<file path="src/rtl/rocket_mover_if.sv">
// Launch/position bundle between the rockets controller (master) and one
// rocket_mover instance (slave).
interface rocket_mover_if;
  logic               isActive;
  logic               startOfFrame;
  logic signed [10:0] initialSpeed;
  logic signed [10:0] initialX;
  logic signed [10:0] initialY;
  logic signed [10:0] topLeftX;
  logic signed [10:0] topLeftY;
  logic               rocketVisible;
  logic               reachedBorder;

  modport master (
    output isActive, startOfFrame, initialSpeed, initialX, initialY,
    input  topLeftX, topLeftY, rocketVisible, reachedBorder
  );

  modport slave (
    input  isActive, startOfFrame, initialSpeed, initialX, initialY,
    output topLeftX, topLeftY, rocketVisible, reachedBorder
  );
endinterface

</file>
<file path="src/rtl/rocket_mover.sv">
// Per-rocket vertical motion engine: fixed-point Y integration once per frame,
// border detection back to the controller. ROCKET_ACCEL_EN adds per-frame speed-up.
//
// state   | meaning
// IDLE    | rocket not launched, nothing drawn
// FLYING  | moving each frame, drawable
// EXPIRED | left the screen vertically, frozen until isActive drops
module rocket_mover #(
  parameter int SCREEN_H  = 480,
  parameter int ROCKET_H  = 16,
  parameter int FRAC_BITS = 6
`ifdef ROCKET_ACCEL_EN
  ,
  parameter int ACCEL     = 4,
  parameter int MAX_SPEED = 512
`endif
) (
  input logic          clk,
  input logic          reset,
  rocket_mover_if.slave bus
);

  typedef enum logic [1:0] {IDLE, FLYING, EXPIRED} state_t;

  localparam logic signed [10:0] Y_LIMIT = 11'(SCREEN_H - ROCKET_H);

  state_t                       state;
  logic signed [10+FRAC_BITS:0] y_fix;
  logic signed [10:0]           speed;
  logic                         is_active_d;
  logic                         check_pending;
  logic signed [10:0]           pos_x;
  logic                         visible;
  logic                         border;

  logic                         rise;
  logic signed [10:0]           y_int;
  logic                         out_of_range;
  logic        [10+FRAC_BITS:0] speed_ext;
  logic        [10:0]           speed_next;

  assign rise         = bus.isActive & ~is_active_d;
  assign y_int        = y_fix[FRAC_BITS +: 11];
  assign out_of_range = y_int[10] | (y_int > Y_LIMIT);
  assign speed_ext    = {{FRAC_BITS{speed[10]}}, speed};

`ifdef ROCKET_ACCEL_EN
  localparam logic signed [11:0] ACC_W = 12'(ACCEL);
  localparam logic signed [11:0] MAX_W = 12'(MAX_SPEED);

  logic signed [11:0] speed_wide;
  logic signed [11:0] speed_up;
  logic signed [11:0] speed_dn;

  // Magnitude grows away from zero; a stationary rocket stays stationary.
  always_comb begin
    speed_wide = {speed[10], speed};
    speed_up   = speed_wide + ACC_W;
    speed_dn   = speed_wide - ACC_W;
    speed_next = speed;
    if (speed_wide > 12'sd0)
      speed_next = (speed_up > MAX_W) ? MAX_W[10:0] : speed_up[10:0];
    else if (speed_wide < 12'sd0)
      speed_next = (speed_dn < -MAX_W) ? 11'(-MAX_W) : speed_dn[10:0];
  end
`else
  assign speed_next = speed;
`endif

  always_ff @(posedge clk) begin
    if (reset) begin
      state         <= IDLE;
      y_fix         <= '0;
      speed         <= '0;
      is_active_d   <= 1'b0;
      check_pending <= 1'b0;
      pos_x         <= '0;
      visible       <= 1'b0;
      border        <= 1'b0;
    end else begin
      is_active_d <= bus.isActive;
      if (rise) begin
        state         <= FLYING;
        y_fix         <= {bus.initialY, FRAC_BITS'(0)};
        pos_x         <= bus.initialX;
        speed         <= bus.initialSpeed;
        check_pending <= 1'b0;
        visible       <= 1'b1;
        border        <= 1'b0;
      end else if (!bus.isActive) begin
        state         <= IDLE;
        check_pending <= 1'b0;
        visible       <= 1'b0;
        border        <= 1'b0;
      end else begin
        case (state)
          FLYING: begin
            // Border is judged on the freshly updated position one clock later.
            if (check_pending && out_of_range) begin
              state         <= EXPIRED;
              check_pending <= 1'b0;
              visible       <= 1'b0;
              border        <= 1'b1;
            end else if (bus.startOfFrame) begin
              y_fix         <= y_fix + speed_ext;
              speed         <= speed_next;
              check_pending <= 1'b1;
            end else begin
              check_pending <= 1'b0;
            end
          end
          IDLE, EXPIRED: check_pending <= 1'b0;
          default: state <= IDLE;
        endcase
      end
    end
  end

  assign bus.topLeftX      = pos_x;
  assign bus.topLeftY      = y_int;
  assign bus.rocketVisible = visible;
  assign bus.reachedBorder = border;

endmodule

</file>
<file path="src/flat_wrapper.sv">
// flat-port wrapper written by rule: the top's interface ports become plain ports
module rocket_mover_flat 
#(
  parameter int SCREEN_H  = 480,
  parameter int ROCKET_H  = 16,
  parameter int FRAC_BITS = 6

)
  (clk, reset, bus_isActive, bus_startOfFrame, bus_initialSpeed, bus_initialX, bus_initialY, bus_topLeftX, bus_topLeftY, bus_rocketVisible, bus_reachedBorder);
  rocket_mover_if bus_i ();
  input logic clk;
  input logic reset;
  input wire logic [$bits(bus_i.isActive)-1:0] bus_isActive;
  input wire logic [$bits(bus_i.startOfFrame)-1:0] bus_startOfFrame;
  input wire logic [$bits(bus_i.initialSpeed)-1:0] bus_initialSpeed;
  input wire logic [$bits(bus_i.initialX)-1:0] bus_initialX;
  input wire logic [$bits(bus_i.initialY)-1:0] bus_initialY;
  output wire logic [$bits(bus_i.topLeftX)-1:0] bus_topLeftX;
  output wire logic [$bits(bus_i.topLeftY)-1:0] bus_topLeftY;
  output wire logic [$bits(bus_i.rocketVisible)-1:0] bus_rocketVisible;
  output wire logic [$bits(bus_i.reachedBorder)-1:0] bus_reachedBorder;
  assign bus_i.isActive = bus_isActive;
  assign bus_i.startOfFrame = bus_startOfFrame;
  assign bus_i.initialSpeed = bus_initialSpeed;
  assign bus_i.initialX = bus_initialX;
  assign bus_i.initialY = bus_initialY;
  assign bus_topLeftX = bus_i.topLeftX;
  assign bus_topLeftY = bus_i.topLeftY;
  assign bus_rocketVisible = bus_i.rocketVisible;
  assign bus_reachedBorder = bus_i.reachedBorder;
  rocket_mover #(.SCREEN_H(SCREEN_H), .ROCKET_H(ROCKET_H), .FRAC_BITS(FRAC_BITS)) u_core (.clk(clk), .reset(reset), .bus(bus_i));
endmodule
</file>
<file path="config.mk">
export PLATFORM = sky130hd
export DESIGN_NAME = rocket_mover_flat
export DESIGN_NICKNAME = d
export VERILOG_FILES = /design/src/rtl/rocket_mover_if.sv /design/src/rtl/rocket_mover.sv /design/src/flat_wrapper.sv
export SDC_FILE = /design/constraint.sdc
export NUM_CORES = 1
export LEC_CHECK = 0
export ABC_CLOCK_PERIOD_IN_PS = 3200
export CORE_UTILIZATION = 49
export DETAILED_ROUTE_END_ITERATION = 8
export PLACE_DENSITY_LB_ADDON = 0.1
export REMOVE_ABC_BUFFERS = 1
export SYNTH_ARGS = -nofsm -noshare
export SYNTH_HDL_FRONTEND = slang
export SYNTH_SLANG_ARGS = --single-unit
</file>
<file path="constraint.sdc">
create_clock -name clk -period 3.2 [get_ports clk]
set_input_delay 0.64 -clock clk [delete_from_list [all_inputs] [get_ports clk]]
set_output_delay 0.64 -clock clk [all_outputs]
set_load 0.05 [all_outputs]
</file>
==> results.yml, run 1 <==
synth:
  synth_edf_count: 0
  synth_top_area_cell: "dfxtp_1"
  yosys-top-cells-count: "nand2_1, a21oi_1, dfxtp_1"
  seq_area_frac_synth_pct: 36.42
  synth_top_area_share_pct: 36.42
  synth_area_leaders: "dfxtp_1, a21oi_1, nand2_1"
  synth_seq_cells: 45
  synth.most_common_cell: "nand2_1"
  avgSynthCellArea_sq_um: 7.979
  syn_inst: 310
  synth.distinct_cells: 39
  yosysWarnings: 0
  synth_top_flop_cell: "dfxtp_1"
  ys_async_sr_fraction_pct: 0
  synth_area_sq_um: 2474
sta:
  min_period_over_period_pct: 80.04
  fmax_ghz: 0.3905
  fin_worst_skew_ps: 9.149
  tightest_slew_ps: 788.6
  setup_viol: 0
  finalMaxSlewViolations: 0
  finalCriticalPeriod_ps: 2561
  grt_setup_unrepaired: "no"
  final_hold_viol_count: 0
  holdWs_ps: 459.3
  setup_ws_ps: 638.9
  max-slew-margin-rel_pct: 47.42
  fin_tns_setup_ps: 0
cts:
  htreeDepth: 2
  cts_resized: 0
  cts_root_buf: "clkbuf_8"
  post-cts-setup-buffers: 0
  cts_tree: "done"
  path_clk_slew_ps: 90
  numCtsBuffers: 5
  clock_latency_ps: 310
  ctsHoldBuffers: 0
  clkSinkCount: 45
  clock_path_buffers: 2
worst_setup_path:
  end_kind: "flip-flop"
  critical_path_required_ps: 3380
  critPathMaxFanout: 3
  start_kind: "flip-flop"
  critical_path_class: "flip-flop to flip-flop"
  arrival_ps: 2750
pwr:
  pwr_density_cell_nw_per_um2: 402.4
  max-vdd-ir-drop_v: 0.0002552
  p_leak_nw: 1.225
placement:
  dp_slack_ps: 652.5
  port_buffers: 60
  dp_hpwl_um: 4226
  routabilityCongestion: 0.8778
global_routing:
  grt_max_degree: 36
  antenna_found_initial: 0
  grt_use_total_pct: 23.30
  grt_pass1_vias: 2055
  overflow: 0
  grt_pass1_wl_um: 9570
cells_and_area:
  drive_gt1_share_pct: 5.307
  antennaDiodeCount: 0
  nNetsFinal: 411
  area_delta_synth_final_pct: 27.16
die:
  pin_count: 61
  initial_core_util_pct: 51.69
  dieWidth_um: 73.05
  core_sq_um: 4786
  die-height_um: 73.05
  num_rows: 25
  dieArea_sq_um: 5336
detailed_routing:
  ant_nets: 0
  dr.first_iter.drc_count: 104
  routed_via_density: 5.384
  wl_per_cell_um: 13.81
  drcViolationCount: 0
  wirelength_um: 5870
  firstDrtPassIters: 4
  routed-via-count: 2288
worst_hold_path:
  hold_class: "flip-flop to flip-flop"
job:
  drv_cap: 0
outcome:
  outcome: "completed"
## power by group
group          total, mW  internal [mW]  switching, mW
sequential         0.611          0.587         0.0244
clock              0.367          0.155          0.211
combinational      0.288          0.127          0.161
total               1.27          0.869          0.397
## routing by layer
layer / track usage, % / wire length, um / part of all wire [%] / vias to the layer above
met1: 32.34 / 2845 / 48 / 1066
li1: - / - / - / 1170
met4: 8.497 / 90 / 1.5 / 0
met2: 36.93 / 2718 / 46 / 44
met5: 0 / 0 / 0 / -
met3: 2.901 / 216 / 3.7 / 8
## flip-flops by register name, summed over array words and instances (netlist names)
name	flops
u_core.y_fix	17
u_core.bus.rocketVisible	1
u_core.state	2
u_core.check_pending	1
u_core.bus.topLeftX	11
u_core.is_active_d	1
u_core.speed	11
u_core.bus.reachedBorder	1
## area by class of cell
type	instances	area, sq um
clock buffer	5	68.82
clock inverter	3	22.52
fill	435	1640
inverter	8	30.03
multi-input combinational	232	1401
sequential	45	900.9
tap	67	83.83
timing repair buffer	65	638.1
## worst max-delay path, stage by stage, from the launching register on
cell	delay [ps]
dfxtp_1	320
ha_1	220
fa_1	440
a211oi_2	330
o21ai_0	180
a211o_1	360
a311oi_1	350
xnor2_1	160
o21ai_0	90
## final timing paths
kind	start	to	slack, ps	cells after the start
setup / recovery	u_core.speed[0]$_SDFFE_PP0P_	u_core.y_fix[16]$_SDFFE_PP0P_	640	8
hold / removal	u_core.bus.topLeftX[6]$_SDFFE_PP0P_	u_core.bus.topLeftX[6]$_SDFFE_PP0P_	460	2
setup reg to reg	u_core.speed[0]$_SDFFE_PP0P_	u_core.y_fix[16]$_SDFFE_PP0P_	640	8
hold reg to reg	u_core.bus.topLeftX[6]$_SDFFE_PP0P_	u_core.bus.topLeftX[6]$_SDFFE_PP0P_	460	2
## cell usage in the layout (no fill, tap or decap), types with 3 or more instances in the layout
master and count:
a211oi_1 6, nand2_1 63, dfxtp_1 45, nand4_1 3, inv_1 8, o21ai_0 9, nand2b_1 5, o22ai_1 9
nor2b_1 3, buf_4 5, a21oi_1 48, nor3_1 4, a21o_1 4, ha_1 16, and3_1 9, xnor2_1 14
clkbuf_8 5, nor2_1 14, clkdlybuf4s50_1 60
## cells by family (layout without fill, tap and decap cells)
family / count (synthesis) / count (layout) / share of synthesized area [%]
simple gates: 107 / 107 / 19.22
buf+inv: 33 / 81 / 7.031
xor+xnor: 15 / 15 / 5.311
flops: 45 / 45 / 36.42
fa+ha+maj: 17 / 17 / 8.902
compound gates: 93 / 93 / 23.12
## through the flow
stage                     cell area (sq um)  utilization [%]  std cells  power, mW
final                                  3146            65.73        425      1.266
after global routing                   3146            65.73        425      1.321
after CTS                              3146            65.73        425      1.272
after detailed placement               3054            63.82        417     0.9112
after global placement                 3054            63.82        417     0.9084
after floorplan                        2330                -        285     0.7898
No activity file was read; power rests on OpenSTA's default activity.
==> inputs of run 2 (changes only) <==
--- a/config.mk
+++ b/config.mk
@@ -5,7 +5,7 @@
 export SDC_FILE = /design/constraint.sdc
 export NUM_CORES = 1
 export LEC_CHECK = 0
-export ABC_CLOCK_PERIOD_IN_PS = 3200
+export ABC_CLOCK_PERIOD_IN_PS = 2400
 export CORE_UTILIZATION = 49
 export DETAILED_ROUTE_END_ITERATION = 8
 export PLACE_DENSITY_LB_ADDON = 0.1
==> constraint.sdc (replaced) <==
create_clock -name clk -period 2.4 [get_ports clk]
set_input_delay 0.48 -clock clk [delete_from_list [all_inputs] [get_ports clk]]
set_output_delay 0.48 -clock clk [all_outputs]
set_load 0.05 [all_outputs]
==> results.yml, run 2 (same netlist as run 1, synthesis figures left out) <==
placement:
  dp_hpwl_um: 4344
  dp.cells: 425
  port_buffers: 60
  routabilityCongestion: 0.8815
worst_setup_path:
  critPathMaxFanout: 3
  reg2regPathDepth: 8
  rr_startpoint: "u_core.speed[0]$_SDFFE_PP0P_"
  critPathLaunch: "u_core.speed[0]$_SDFFE_PP0P_"
  end_kind: "flip-flop"
  worst-r2r-setup-slack_ps: 90
  arrival_ps: 2490
  critical_path_class: "flip-flop to flip-flop"
  critical_path_required_ps: 2580
  r2r-end: "u_core.y_fix[16]$_SDFFE_PP0P_"
  start_kind: "flip-flop"
global_routing:
  antenna_found_initial: 0
  grt_pass1_wl_um: 9853
  top_usage_layer: "met2"
  overflow: 0
  grtUsageMet2_pct: 40.12
  use_met1_pct: 31.97
  grt_max_degree: 27
  grt_use_total_pct: 24.02
  global_route.usage.met3_pct: 4.282
  grt_pass1_vias: 2191
cells_and_area:
  antennaDiodeCount: 0
  utilization_pct: 68.60
  n_fill_cell: 419
  instances_no_fill: 435
  final_common_cell: "nand2_1"
  layout_common_cells: "nand2_1, clkdlybuf4s50_1, a21oi_1"
  regArea_sq_um: 902.1
  top_register: "u_core.y_fix"
  nNetsFinal: 422
  multi_input_area_sq_um: 1430
  drive_gt1_share_pct: 9.511
  largest_reg_flops: 17
  area_delta_synth_final_pct: 32.73
detailed_routing:
  wl_per_cell_um: 13.82
  drcViolationCount: 0
  ant_nets: 0
  dr.first_iter.drc_count: 121
  firstDrtPassIters: 4
  wirelength_um: 6010
  routed-via-count: 2275
  routed_via_density: 5.230
sta:
  fin_worst_skew_ps: 5.098
  finalMaxSlewViolations: 0
  fmax_ghz: 0.4337
  setup_viol: 0
  final_hold_viol_count: 0
  min_period_over_period_pct: 96.07
  finalCriticalPeriod_ps: 2306
  max-slew-margin-rel_pct: 65.75
  holdWs_ps: 455.4
  tightest_slew_ps: 512.1
die:
  dieWidth_um: 73.05
  pin_count: 61
  core_sq_um: 4786
  dieArea_sq_um: 5336
  initial_core_util_pct: 51.69
  die-height_um: 73.05
  num_rows: 25
cts:
  cts_root_buf: "clkbuf_8"
  clock_latency_ps: 300
  clkSinkCount: 45
  path_clk_slew_ps: 90
  cts_tree: "done"
  ctsHoldBuffers: 0
  numCtsBuffers: 5
  htreeDepth: 2
  clock_path_buffers: 2
pwr:
  max-vdd-ir-drop_v: 0.0004518
  finalPower_mw: 1.778
  switchingPower_mw: 0.5135
  seqPwrFrac_pct: 45.8
  p_leak_nw: 1.288
  pwr_density_cell_nw_per_um2: 541.5
  p_comb_share_pct: 22.4
  clkPwrFrac_pct: 31.8
  power.switching_fraction_pct: 28.88
  p_int_mw: 1.264
worst_hold_path:
  holdCritStartpoint: "u_core.bus.topLeftX[0]$_SDFFE_PP0P_"
  whs_endpoint: "u_core.bus.topLeftX[0]$_SDFFE_PP0P_"
  hold_class: "flip-flop to flip-flop"
  min_path_cells: 2
job:
  drv_cap: 0
outcome:
  outcome: "completed"
run 2: final cells by class:
cell class | instances | area share (%)
clock buffer | 5 | 2.096
tap | 67 | 2.553
inverter | 8 | 0.9146
timing repair buffer | 76 | 22.33
sequential | 45 | 27.48
multi-input combinational | 232 | 43.56
clock inverter | 2 | 1.067
run 2: power by group through the flow:
stage,registers (mW),clock network (mW),logic [mW]
2_1_floorplan,0.903,0,0.150
3_3_place_gp,0.830,0,0.390
3_5_place_dp,0.830,0,0.395
4_1_cts,0.813,0.571,0.398
5_1_grt,0.819,0.601,0.430
6_report,0.814,0.565,0.399
run 2: worst max-delay path by stage:
stage | end | slack [ps] | depth (start not counted)
global route | u_core.y_fix[14]$_SDFFE_PP0P_ | -9 | 8
CTS | u_core.y_fix[16]$_SDFFE_PP0P_ | 10 | 8
finish | u_core.y_fix[16]$_SDFFE_PP0P_ | 90 | 8
detailed placement | u_core.y_fix[16]$_SDFFE_PP0P_ | -60 | 8
global placement | u_core.y_fix[16]$_SDFFE_PP0P_ | 40 | 8
floorplan | u_core.y_fix[16]$_SDFFE_PP0P_ | 120 | 8
run 2: critical path, cell delays in order (launching register included):
cell	delay, ps
dfxtp_2	330
ha_2	190
fa_2	400
a211oi_4	300
o21ai_2	90
a211o_1	350
a311oi_2	300
xnor2_1	140
o21ai_0	80
run 2: layer usage:
metal | routed length [um] | vias up
met5 | 0 | -
met4 | 53 | 0
met3 | 141 | 6
met2 | 2875 | 33
met1 | 2940 | 1049
li1 | - | 1187
run 2: per-stage QoR:
| step | setup slack (ps) | setup TNS [ps] | cell area, sq um |
|---|---|---|---|
| after detailed placement | -64.52 | -64.52 | 3127 |
| after global placement | 35.16 | 0 | 3127 |
| after global routing | -9.264 | -17.83 | 3283 |
| final | 94.38 | 0 | 3283 |
| after CTS | 14.76 | 0 | 3244 |
| after floorplan | 120.0 | 0 | 2330 |
run 2: what timing repair did:
action                     CTS  global route
gates resized for setup      2             6
setup endpoints to repair    2             2
buffers inserted             1             2
pin swaps                    3             7
==> inputs of run 3 (changes only) <==
--- a/config.mk
+++ b/config.mk
@@ -8,7 +8,7 @@
 export ABC_CLOCK_PERIOD_IN_PS = 2400
 export CORE_UTILIZATION = 49
 export DETAILED_ROUTE_END_ITERATION = 8
-export PLACE_DENSITY_LB_ADDON = 0.1
+export PLACE_DENSITY_LB_ADDON = 0.25
 export REMOVE_ABC_BUFFERS = 1
 export SYNTH_ARGS = -nofsm -noshare
 export SYNTH_HDL_FRONTEND = slang
==> results.yml, run 3 (same netlist as run 1, synthesis figures left out) <==
cells_and_area:
  utilization_pct: 67.14
  area_delta_synth_final_pct: 29.89
  antennaDiodeCount: 0
  multi_input_area_sq_um: 1410
  layout_common_cells: "nand2_1, clkdlybuf4s50_1, a21oi_1"
  largest_reg_flops: 17
  drive_gt1_share_pct: 7.923
  regArea_sq_um: 900.9
  n_fill_cell: 429
  nNetsFinal: 419
  final_common_cell: "nand2_1"
  top_register: "u_core.y_fix"
sta:
  setup_viol: 0
  grt_setup_unrepaired: "no"
  setup_ws_ps: 105.8
  tightest_slew_ps: 559.1
  finalMaxSlewViolations: 0
  fin_worst_skew_ps: 8.046
  final_hold_viol_count: 0
  fmax_ghz: 0.4359
  finalCriticalPeriod_ps: 2294
  min_period_over_period_pct: 95.59
  max-slew-margin-rel_pct: 62.73
  fin_tns_setup_ps: 0
pwr:
  power.switching_fraction_pct: 31.57
  seqPwrFrac_pct: 47.7
  max-vdd-ir-drop_v: 0.0002996
  pwr_density_cell_nw_per_um2: 529.7
  p_int_mw: 1.165
  clkPwrFrac_pct: 29.1
  p_leak_nw: 1.258
  p_comb_share_pct: 23.2
  switchingPower_mw: 0.5374
detailed_routing:
  dr.first_iter.drc_count: 106
  wirelength_um: 6031
  ant_nets: 0
  wl_per_cell_um: 13.93
  firstDrtPassIters: 4
  drcViolationCount: 0
  routed_via_density: 5.416
  routed-via-count: 2345
worst_hold_path:
  hold_class: "flip-flop to flip-flop"
  whs_endpoint: "u_core.bus.topLeftX[10]$_SDFFE_PP0P_"
  holdCritStartpoint: "u_core.bus.topLeftX[10]$_SDFFE_PP0P_"
  min_path_cells: 2
cts:
  clock_path_buffers: 2
  cts_tree: "done"
  clkSinkCount: 45
  htreeDepth: 2
  numCtsBuffers: 5
  path_clk_slew_ps: 100
  post-cts-setup-buffers: 0
  clock_latency_ps: 310
  cts_root_buf: "clkbuf_8"
worst_setup_path:
  reg2regPathDepth: 8
  end_kind: "flip-flop"
  worst-r2r-setup-slack_ps: 110
  cpMaxStageDelayCell: "a211o_1"
  start_kind: "flip-flop"
  rr_startpoint: "u_core.speed[0]$_SDFFE_PP0P_"
  slowest_delay_ps: 380
  worstPathCellList: "ha_1, fa_2, a211oi_2, o21ai_1, a211o_1, a311oi_2, xnor2_1, o21ai_0"
  r2r-end: "u_core.y_fix[16]$_SDFFE_PP0P_"
  critPathMaxFanout: 3
  critical_path_required_ps: 2580
  crit_family: "compound AO/OA/AOI/OAI gates"
  critical_path_class: "flip-flop to flip-flop"
  arrival_ps: 2480
  critPathBufInv: 0
die:
  num_rows: 25
  dieWidth_um: 73.05
  die-height_um: 73.05
  dieArea_sq_um: 5336
  initial_core_util_pct: 51.69
  pin_count: 61
  core_sq_um: 4786
global_routing:
  antenna_found_initial: 0
  grt_max_degree: 22
  grt_pass1_vias: 2271
  overflow: 0
  grt_use_total_pct: 24.14
  grt_pass1_wl_um: 9984
placement:
  port_buffers: 60
  routabilityCongestion: 0.9055
  dp_slack_ps: -25.13
  dp_hpwl_um: 4419
outcome:
  outcome: "completed"
job:
  drv_cap: 0
-- run 3: final cells by class --
type	count	share of cell area [%]
tap	67	2.609
clock inverter	3	0.6620
sequential	45	28.04
clock buffer	5	2.142
inverter	8	0.9346
multi-input combinational	232	43.89
timing repair buffer	73	21.73
-- run 3: per-layer routing --
layer / vias up / GRT usage, % / wire, um
met1: 1097 / 30.29 / 2782
met4: 0 / 9.586 / 85
met3: 8 / 4.558 / 256
met2: 53 / 40.64 / 2907
met5: - / 0 / 0
li1: 1187 / - / -
-- run 3: what timing repair did --
item	4_1_cts	5_1_grt
pin swaps	0	3
resized for setup	1	2
hold buffers	0	0
setup endpoints to repair	1	2
-- run 3: power groups by stage --
stage	sequential [mW]	clock, mW	combinational, mW
after floorplan	0.903	0	0.150
after global placement	0.829	0	0.387
after detailed placement	0.830	0	0.392
after CTS	0.813	0.501	0.395
after global routing	0.817	0.532	0.427
final	0.813	0.495	0.394
-- run 3: worst max-delay path by stage --
stage / from / to / slack (ps) / cells after the start
2_1_floorplan: u_core.speed[0]$_SDFFE_PP0P_ / u_core.y_fix[16]$_SDFFE_PP0P_ / 120 / 8
3_3_place_gp: u_core.speed[0]$_SDFFE_PP0P_ / u_core.y_fix[16]$_SDFFE_PP0P_ / 50 / 8
3_5_place_dp: u_core.speed[0]$_SDFFE_PP0P_ / u_core.y_fix[16]$_SDFFE_PP0P_ / -30 / 8
4_1_cts: u_core.speed[0]$_SDFFE_PP0P_ / u_core.y_fix[16]$_SDFFE_PP0P_ / 2 / 8
5_1_grt: u_core.speed[0]$_SDFFE_PP0P_ / u_core.y_fix[16]$_SDFFE_PP0P_ / 20 / 8
6_report: u_core.speed[0]$_SDFFE_PP0P_ / u_core.y_fix[16]$_SDFFE_PP0P_ / 110 / 8
-- run 3: stage by stage --
stage	std cells	cell area [sq um]	total power [mW]	hold slack, ps
floorplan	285	2330	1.053	434.0
CTS	433	3211	1.709	461.6
global placement	425	3114	1.216	442.8
finish	433	3213	1.702	459.5
detailed placement	425	3114	1.222	448.4
global route	433	3213	1.776	482.4
-- run 3: worst reg2reg max path, stage by stage (launching register included) --
cell	delay (ps)
dfxtp_1	320
ha_1	220
fa_2	360
a211oi_2	220
o21ai_1	130
a211o_1	380
a311oi_2	300
xnor2_1	150
o21ai_0	90
